$ cat src/rtl/sm4_pkg.sv
// Shared SM4 definitions: widths, key-schedule constants and word-level helpers.
package sm4_pkg;

    localparam int BLOCK_LENGTH   = 128;
    localparam int WORD_WIDTH     = 32;
    localparam int ADDR_WIDTH     = 5;
    localparam int KEY_EXPAND_NUM = 32;

    // System parameter FK, FK0 in the most significant word.
    localparam logic [127:0] FK = 128'hA3B1BAC6_56AA3350_677D9197_B27022DC;

    typedef enum logic {
        IDLE,
        EXPAND
    } state_e;

    // Rotate a 32-bit word left by n bits (0 < n < 32).
    function automatic logic [31:0] rotl(input logic [31:0] x, input int unsigned n);
        return (x << n) | (x >> (32 - n));
    endfunction

    // Linear transform used by the key schedule.
    function automatic logic [31:0] l_prime(input logic [31:0] b);
        return b ^ rotl(b, 13) ^ rotl(b, 23);
    endfunction

    // CK_i: byte j (MSB first) is (4i+j)*7 truncated to 8 bits, so no table is needed.
    function automatic logic [31:0] ck(input logic [4:0] i);
        logic [31:0] c;
        logic [7:0]  idx;
        c = '0;
        for (int j = 0; j < 4; j++) begin
            idx = {1'b0, i, 2'(j)};
            c[31 - 8*j -: 8] = idx * 8'd7;
        end
        return c;
    endfunction

endpackage

$ cat src/rtl/sm4_sbox.sv
// SM4 S-box: 8-bit combinational substitution, shared with the round function.
module sm4_sbox (
    input  logic [7:0] data_i,
    output logic [7:0] data_o
);

    // Entry 0 sits in the most significant byte of the table.
    localparam logic [2047:0] SBOX_TABLE = {
        128'hd690e9fecce13db716b614c228fb2c05,
        128'h2b679a762abe04c3aa44132649860699,
        128'h9c4250f491ef987a33540b43edcfac62,
        128'he4b31ca9c908e89580df94fa758f3fa6,
        128'h4707a7fcf37317ba83593c19e6854fa8,
        128'h686b81b27164da8bf8eb0f4b70569d35,
        128'h1e240e5e6358d1a225227c3b01217887,
        128'hd40046579fd327524c3602e7a0c4c89e,
        128'heabf8ad240c738b5a3f7f2cef96115a1,
        128'he0ae5da49b341a55ad933230f58cb1e3,
        128'h1df6e22e8266ca60c02923ab0d534e6f,
        128'hd5db3745defd8e2f03ff6a726d6c5b51,
        128'h8d1baf92bbddbc7f11d95c411f105ad8,
        128'h0ac13188a5cd7bbd2d74d012b8e5b4b0,
        128'h8969974a0c96777e65b9f109c56ec684,
        128'h18f07dec3adc4d2079ee5f3ed7cb3948
    };

    // Table lookup by byte value.
    always_comb begin
        data_o = SBOX_TABLE[11'd2047 - {data_i, 3'b000} -: 8];
    end

endmodule

$ cat src/rtl/key_expand.sv
// SM4 key schedule: expands a master key into 32 round keys, one per clock,
// and serves them to the round stages through combinational read ports.
module key_expand #(
    parameter int BLOCK_LENGTH   = sm4_pkg::BLOCK_LENGTH,
    parameter int WORD_WIDTH     = sm4_pkg::WORD_WIDTH,
    parameter int ADDR_WIDTH     = sm4_pkg::ADDR_WIDTH,
    parameter int KEY_EXPAND_NUM = sm4_pkg::KEY_EXPAND_NUM,
    parameter int RD_PORTS       = 1
) (
    input  logic                           clk,
    input  logic                           rst,
    input  logic                           key_valid,
    input  logic [BLOCK_LENGTH-1:0]        key,
    input  logic [RD_PORTS*ADDR_WIDTH-1:0] rk_addr,
    output logic [RD_PORTS*WORD_WIDTH-1:0] rk,
    output logic                           busy,
    output logic                           key_ready
);

    import sm4_pkg::*;

    state_e                    state_q, state_d;
    logic [ADDR_WIDTH-1:0]     iter_q, iter_d;
    logic [4*WORD_WIDTH-1:0]   kWords_q, kWords_d;
    logic                      busy_q, busy_d;
    logic                      keyReady_q, keyReady_d;
    logic                      memWrite;
    logic [WORD_WIDTH-1:0]     mem_q [KEY_EXPAND_NUM];
    logic [WORD_WIDTH-1:0]     sboxIn;
    logic [WORD_WIDTH-1:0]     sboxOut;
    logic [WORD_WIDTH-1:0]     rkNext;

    // kWords_q holds {K0, K1, K2, K3}; the new round key mixes K1..K3 with CK_i.
    assign sboxIn = kWords_q[95:64] ^ kWords_q[63:32] ^ kWords_q[31:0] ^ ck(iter_q);

    for (genvar b = 0; b < 4; b++) begin : g_sbox
        sm4_sbox u_sbox (
            .data_i (sboxIn[b*8 +: 8]),
            .data_o (sboxOut[b*8 +: 8])
        );
    end

    assign rkNext = kWords_q[127:96] ^ l_prime(sboxOut);

    // Next-state logic: accept a key in IDLE, generate one round key per cycle in EXPAND.
    always_comb begin
        state_d    = state_q;
        iter_d     = iter_q;
        kWords_d   = kWords_q;
        busy_d     = busy_q;
        keyReady_d = keyReady_q;
        memWrite   = 1'b0;
        case (state_q)
            IDLE: begin
                if (key_valid) begin
                    kWords_d   = key ^ FK;
                    iter_d     = '0;
                    keyReady_d = 1'b0;
                    busy_d     = 1'b1;
                    state_d    = EXPAND;
                end
            end
            EXPAND: begin
                memWrite = 1'b1;
                kWords_d = {kWords_q[95:0], rkNext};
                iter_d   = iter_q + 1'b1;
                if (iter_q == ADDR_WIDTH'(KEY_EXPAND_NUM - 1)) begin
                    state_d    = IDLE;
                    busy_d     = 1'b0;
                    keyReady_d = 1'b1;
                end
            end
            default: begin
                state_d = IDLE;
            end
        endcase
    end

    // Control and key-word registers with synchronous reset.
    always_ff @(posedge clk) begin
        if (rst) begin
            state_q    <= IDLE;
            iter_q     <= '0;
            kWords_q   <= '0;
            busy_q     <= 1'b0;
            keyReady_q <= 1'b0;
        end else begin
            state_q    <= state_d;
            iter_q     <= iter_d;
            kWords_q   <= kWords_d;
            busy_q     <= busy_d;
            keyReady_q <= keyReady_d;
        end
    end

    // Round-key file, written in encryption order and cleared on reset.
    always_ff @(posedge clk) begin
        if (rst) begin
            for (int e = 0; e < KEY_EXPAND_NUM; e++) begin
                mem_q[e] <= '0;
            end
        end else if (memWrite) begin
            mem_q[iter_q] <= rkNext;
        end
    end

    for (genvar p = 0; p < RD_PORTS; p++) begin : g_read
        assign rk[p*WORD_WIDTH +: WORD_WIDTH] = mem_q[rk_addr[p*ADDR_WIDTH +: ADDR_WIDTH]];
    end

    assign busy      = busy_q;
    assign key_ready = keyReady_q;

endmodule

$ cat config.mk
export PLATFORM = sky130hd
export DESIGN_NAME = key_expand
export DESIGN_NICKNAME = d
export VERILOG_FILES = /design/src/rtl/sm4_pkg.sv /design/src/rtl/sm4_sbox.sv /design/src/rtl/key_expand.sv
export SDC_FILE = /design/constraint.sdc
export NUM_CORES = 2
export LEC_CHECK = 0
export ABC_AREA = 1
export CAP_MARGIN = 25
export CELL_PAD_IN_SITES_DETAIL_PLACEMENT = 1
export CELL_PAD_IN_SITES_GLOBAL_PLACEMENT = 1
export CORE_ASPECT_RATIO = 2
export CORE_MARGIN = 2
export CORE_UTILIZATION = 44
export CTS_BUF_LIST = sky130_fd_sc_hd__clkbuf_8
export CTS_CLUSTER_SIZE = 20
export DETAILED_ROUTE_END_ITERATION = 6
export PLACE_DENSITY = 0.86
export RECOVER_POWER = 25
export SLEW_MARGIN = 20
export SYNTH_ARGS = -nofsm -noshare
export SYNTH_HDL_FRONTEND = slang
export SYNTH_HIERARCHICAL = 1
export SYNTH_SLANG_ARGS = --single-unit
$ cat constraint.sdc
create_clock -name clk -period 3.87 [get_ports clk]
set_input_delay 0.774 -clock clk [delete_from_list [all_inputs] [get_ports clk]]
set_output_delay 0.774 -clock clk [all_outputs]
set_load 0.02 [all_outputs]
* Yosys cells after proc, flatten, opt, wreduce, memory -nomap -nowiden
Memories as Yosys holds them, arrays and structs flattened.
Index checks and enable logic that the tools add are counted.
** Word-level totals
- Flip-flop bits (word level) :: 136
- RAM bits :: 1024
- Output and inout port bits :: 34
- Logic and storage cells :: 56
- Memories kept :: 1
** Memory list
- mem_q :: depth 32, bits a word 32, read ports 1, clocked after memory_dff 0, write ports 32, line key_expand.sv:28 : logic [WORD_WIDTH-1:0] mem_q [KEY_EXPAND_NUM];
** Cells by class
- Add/sub/neg operators :: 5
- Multiply operators :: 4
- Equality and inequality tests :: 3
- Shift operators :: 4
- Multiplexer cells :: 22
- Bitwise operators :: 10
- Reduce and logical (&&, ||, !) cells :: 2
** Operator list (count)
- 2055-bit by 12-bit indexed part select with 8-bit output, first input constant :: 4
- 128-bit one-hot mux with 2 select lines :: 1
- 32-bit bitwise XOR :: 6
- 128-bit two-way mux :: 1
- 64-bit inverter :: 1
- 11-bit subtractor, first input constant :: 4
- 32-bit two-way mux :: 1
- 32-bit by 13-bit OR with 32-bit output :: 1
- 32-bit by 23-bit OR with 32-bit output :: 1
- 32-bit OR reduction :: 1
- 7-bit by 3-bit multiplier with 8-bit output, second input constant :: 2
- 1-bit two-way mux :: 13
- 5-bit two-way mux :: 2
- 5-bit one-hot mux with 2 select lines :: 1
- 6-bit by 3-bit multiplier with 7-bit output, second input constant :: 1
- 5-bit by 3-bit multiplier with 6-bit output, second input constant :: 1
- 1-bit one-hot mux with 2 select lines :: 3
- 5-bit by 1-bit adder with 5-bit output, second input constant :: 1
- 5-bit == test, second input constant :: 1
- 2-bit by 1-bit inequality test with 1-bit output, second input constant :: 1
- 2-bit inequality test, second input constant :: 1
- 2-bit AND reduction :: 1
- 1-bit inverter :: 1

* Longest topological paths before layout
- Word-level depth :: 10
- Depth in mapped cells :: 25
- Mapped depth without buffers :: 21

* Hierarchy
The synthesis kept the hierarchy.
** By module, submodules not included
- key_expand :: times used 1, cells each 5891, area each 54439.7 µm², sequential area each 33472.1 µm²
- sm4_sbox :: times used 4, cells each 640, area each 2981.6 µm², sequential area each 0.0 µm²

* Least setup slack after synthesis
No wires, ideal clock.
- Kind :: flip-flop to flip-flop
- From :: reg iter_q[2]
- To :: mem mem_q[14][15] (data pin)
- Data arrival time :: 3727 ps
- Slack :: -123 ps
- Stages on the path, launching flop included :: 20
- Path buffers :: 3
- Cells stage by stage :: dfxtp_1 fa_1 ha_1 fa_1 xnor2_1 xnor2_1 clkbuf_1 inv_1 clkbuf_1 o21ai_0 nand2_1 nand2_1 nand2_1 nand2_1 nand3_1 nand2_1 xnor2_1 xnor2_1 buf_2 nor2_1
** RTL lines
- start: declaration :: line key_expand.sv:23 : logic [ADDR_WIDTH-1:0] iter_q, iter_d;
- start signal: assignment :: line key_expand.sv:89 : iter_q <= iter_d;
- end: declaration :: line key_expand.sv:28

==> results.py <==
metrics = {
    "yosys": {
        "syn_nets": 8662,
        "synth.area.top_cells": "edfxtp_1, nand2_1, nand3_1, nor2_1, dfxtp_1",
        "synth_edf_count": 1024,
        "synth_cell_types": 37,
        "ys_ff_latch": 1160,
        "yosysWarningCount": 6,
        "synth_top_area_share_pct": 46.3,
        "netlist_area_sq_um": 66400,
        "synth_area_per_cell_sq_um": 7.85,
        "ys_seq_area_share_pct": 50.4,
        "synth_async_sr_flop_share_pct": 0,
        "ys.flop_type": "edfxtp_1",
        "synth_top_area_cell": "edfxtp_1",
        "postSynthCellCount": 8451,
    },
    "floorplanning": {
        "floorplan.initialDensity_pct": 44.3,
        "die_area_sq_um": 154000,
        "core_area_sq_um": 150000,
        "io-pin-count": 170,
        "die_w_um": 279,
        "rows": 201,
        "die_h_um": 553,
    },
    "worst_setup_path": {
        "max_stage_delay_ns": 0.57,
        "path_class": "flop to flop",
        "path_cells": "fa_1 > ha_2 > fa_2 > xnor2_2 > xnor2_2 > buf_4 > inv_1 > buf_12 > buf_4 > nand3_1 > nand3_1 > nand3_1 > nand2_1 > buf_12 > xnor2_4 > xnor2_4 > buf_12 > buf_12 > nor2_1",
        "start_kind": "flop",
        "worst-path-buf-inv": 7,
        "cp-end-kind": "flop",
        "path_delay_family": "adder cells",
        "critPathSlowestCell": "fa_1",
        "worstPathArrival_ns": 5.36,
        "cp.required_ns": 4.52,
        "cpMostUsedCell": "buf_12",
        "path_max_fanout": 12,
    },
    "layout": {
        "syn2layout_area_growth_pct": 26.0,
        "nNetsFinal": 9463,
        "drive_gt1_share_pct": 18.6,
    },
    "grt": {
        "grt_pass1_vias": 76167,
        "grt_pass1_wl_mm": 497,
        "antenna_found_initial": 20,
        "grt_max_degree": 165,
        "grt_usage_pct": 44.1,
        "grt_overflow": 0,
    },
    "drt": {
        "wl_met1_mm": 106,
        "wl_met2_mm": 172,
        "route.detailed.drc": 1,
        "vias_per_cell": 6.32,
        "route.vias.total": 71460,
        "top_layer_used": "met5",
        "met3_length_mm": 33.4,
        "post_drt_wl_per_cell_um": 31.8,
        "wirelength_mm": 360,
        "dr.pass1.iters": 7,
        "drt_iter0_markers": 8535,
        "ant_nets": 0,
    },
    "sta": {
        "slew-limit-headroom_pct": -121,
        "finalSetupViolCount": 2107,
        "rsz0062_at_grt": "true",
        "maxClockFrequency_mhz": 212,
        "setup_slack_ns": -0.837,
        "drv_slew": 165,
        "worstMarginPinSlew_ns": 3.31,
        "finalHoldViolations": 0,
        "finalCriticalPeriod_ns": 4.71,
        "fin_skew_ns": 0.0904,
        "fin_crit_sh_pct": 122,
    },
    "clocking": {
        "cts_buffers": 171,
        "root_buffer": "clkbuf_8",
        "clk-insertion-delay-late_ns": 0.98,
        "ctsHtreeMaxLevel": 4,
        "cts_num_sinks": 1160,
        "clk_path_buf_depth": 4,
        "cts_tree": "built",
        "clkTransAtPathRegs_ns": 0.08,
        "cts_hold_buf": 0,
    },
    "placed_design": {
        "hpwlAfterDp_mm": 234,
        "numPortBuffers": 169,
        "gp_congestion": 1.04,
        "place_ws_ns": -1.11,
    },
    "flow_run": {
        "max_cap_violations": 1,
    },
    "status": {
        "status": "complete, but fails checks",
        "violations": "design-rule violations, max-capacitance violations, max-slew violations, negative setup slack",
    },
    "hold_path": {
        "min_path_type": "flop to flop",
    },
}
-- through the flow --
step / TNS [ns] / std cells / util, % / cell area, sq um / hold slack [ns]
2_1_floorplan: 0 / 8451 / - / 66400 / 0.526
3_3_place_gp: -697.57 / 10935 / 51.7 / 77500 / 0.460
3_5_place_dp: -728.00 / 10935 / 51.7 / 77500 / 0.484
4_1_cts: -367.45 / 11282 / 55.0 / 82500 / 0.492
5_1_grt: -887.25 / 11308 / 55.8 / 83600 / 0.526
6_report: -661.63 / 11312 / 55.8 / 83600 / 0.488
-- layout make-up --
class | count | area (sq um)
Timing Repair Buffer | 1315 | 13100
Clock buffer | 174 | 2390
Antenna cell | 5 | 12.5
Inverter | 279 | 1090
Sequential cell | 1160 | 33500
Multi-Input combinational cell | 6325 | 30400
Clock inverter | 126 | 694
Tap cell | 1928 | 2410
Fill cell | 17657 | 66300
-- synthesized netlist by cell type, types with 3 or more instances --
cell type  number
nor2_1       1214
edfxtp_1     1024
buf_2         352
nand2_2        41
xnor2_1       156
clkinv_1        4
nor2_2         13
fa_1            7
dfxtp_1       136
xor2_1         38
a21oi_1        63
nand3_1      1761
nand2_4         5
buf_4          81
nand4_1         8
a22o_1         15
nor2_4          3
ha_1           68
o21ai_0       138
buf_6          10
inv_2          21
o221ai_1        4
o21ai_1        18
o22ai_1        17
o211ai_1       20
inv_1         250
nand2_1      2702
a31oi_1         6
a22oi_1         9
clkbuf_1      198
or2_2           8
buf_1          46
inv_4           4
nand3b_1        8
-- logic make-up after synthesis --
group           count (synthesis)  synth area share, %
simple gates                 5763                 36.3
flops                        1160                 50.4
buf+inv                       966                 6.71
compound gates                293                 2.48
xor+xnor                      194                 2.56
fa+ha+maj                      75                 1.49
-- layer usage --
layer  track usage (%)  up-vias
li1                  -    29463
met1              41.3    34016
met2              75.6     5415
met3              10.0     2542
met4              47.4       24
met5                 0        -
-- repair_timing --
item / 4_1_cts / 5_1_grt
buffers inserted: 32 / 11
setup endpoints to repair: 1061 / 1073
gates resized for setup: 231 / 150
cloned: 16 / 15
pin swaps: 56 / 38
-- worst min-delay path: cells and delay by family (launching register included) --
family	cells	cell delay [ns]
simple gates	2	0.13
flops	1	0.33
-- final timing paths --
| check | start | to | slack, ns | cells after the start |
|---|---|---|---|---|
| worst max-delay path | iter_q[0]$_SDFFE_PP0P_ | mem_q[17][19]$_SDFFCE_PN0P_ | -0.84 | 19 |
| worst min-delay path | busy$_SDFFE_PP0P_ | busy$_SDFFE_PP0P_ | 0.49 | 2 |
| worst max register to register | iter_q[0]$_SDFFE_PP0P_ | mem_q[17][19]$_SDFFCE_PN0P_ | -0.84 | 19 |
| worst min register to register | busy$_SDFFE_PP0P_ | busy$_SDFFE_PP0P_ | 0.49 | 2 |
-- flip-flops by register name, indices dropped and copies added, names as in the netlist --
register / count
mem_q: 1024
kWords_q: 128
iter_q: 5
busy: 1
key_ready: 1
state_q: 1
-- cells in the final DEF (no fill, tap or decap), drive strengths merged, types with 156 or more instances in the layout --
cell type      netlist  final
nand2             2748   2748
edfxtp            1024   1024
clkbuf             198    187
nor2              1230   1230
nand3             1761   1761
clkdlybuf4s50        0    158
o21ai              156    156
xnor2              156    156
inv                275    328
buf                489   1142
Power is not shown: default switching activity piles up to over one toggle a cycle in this logic, so the estimate is an artifact.
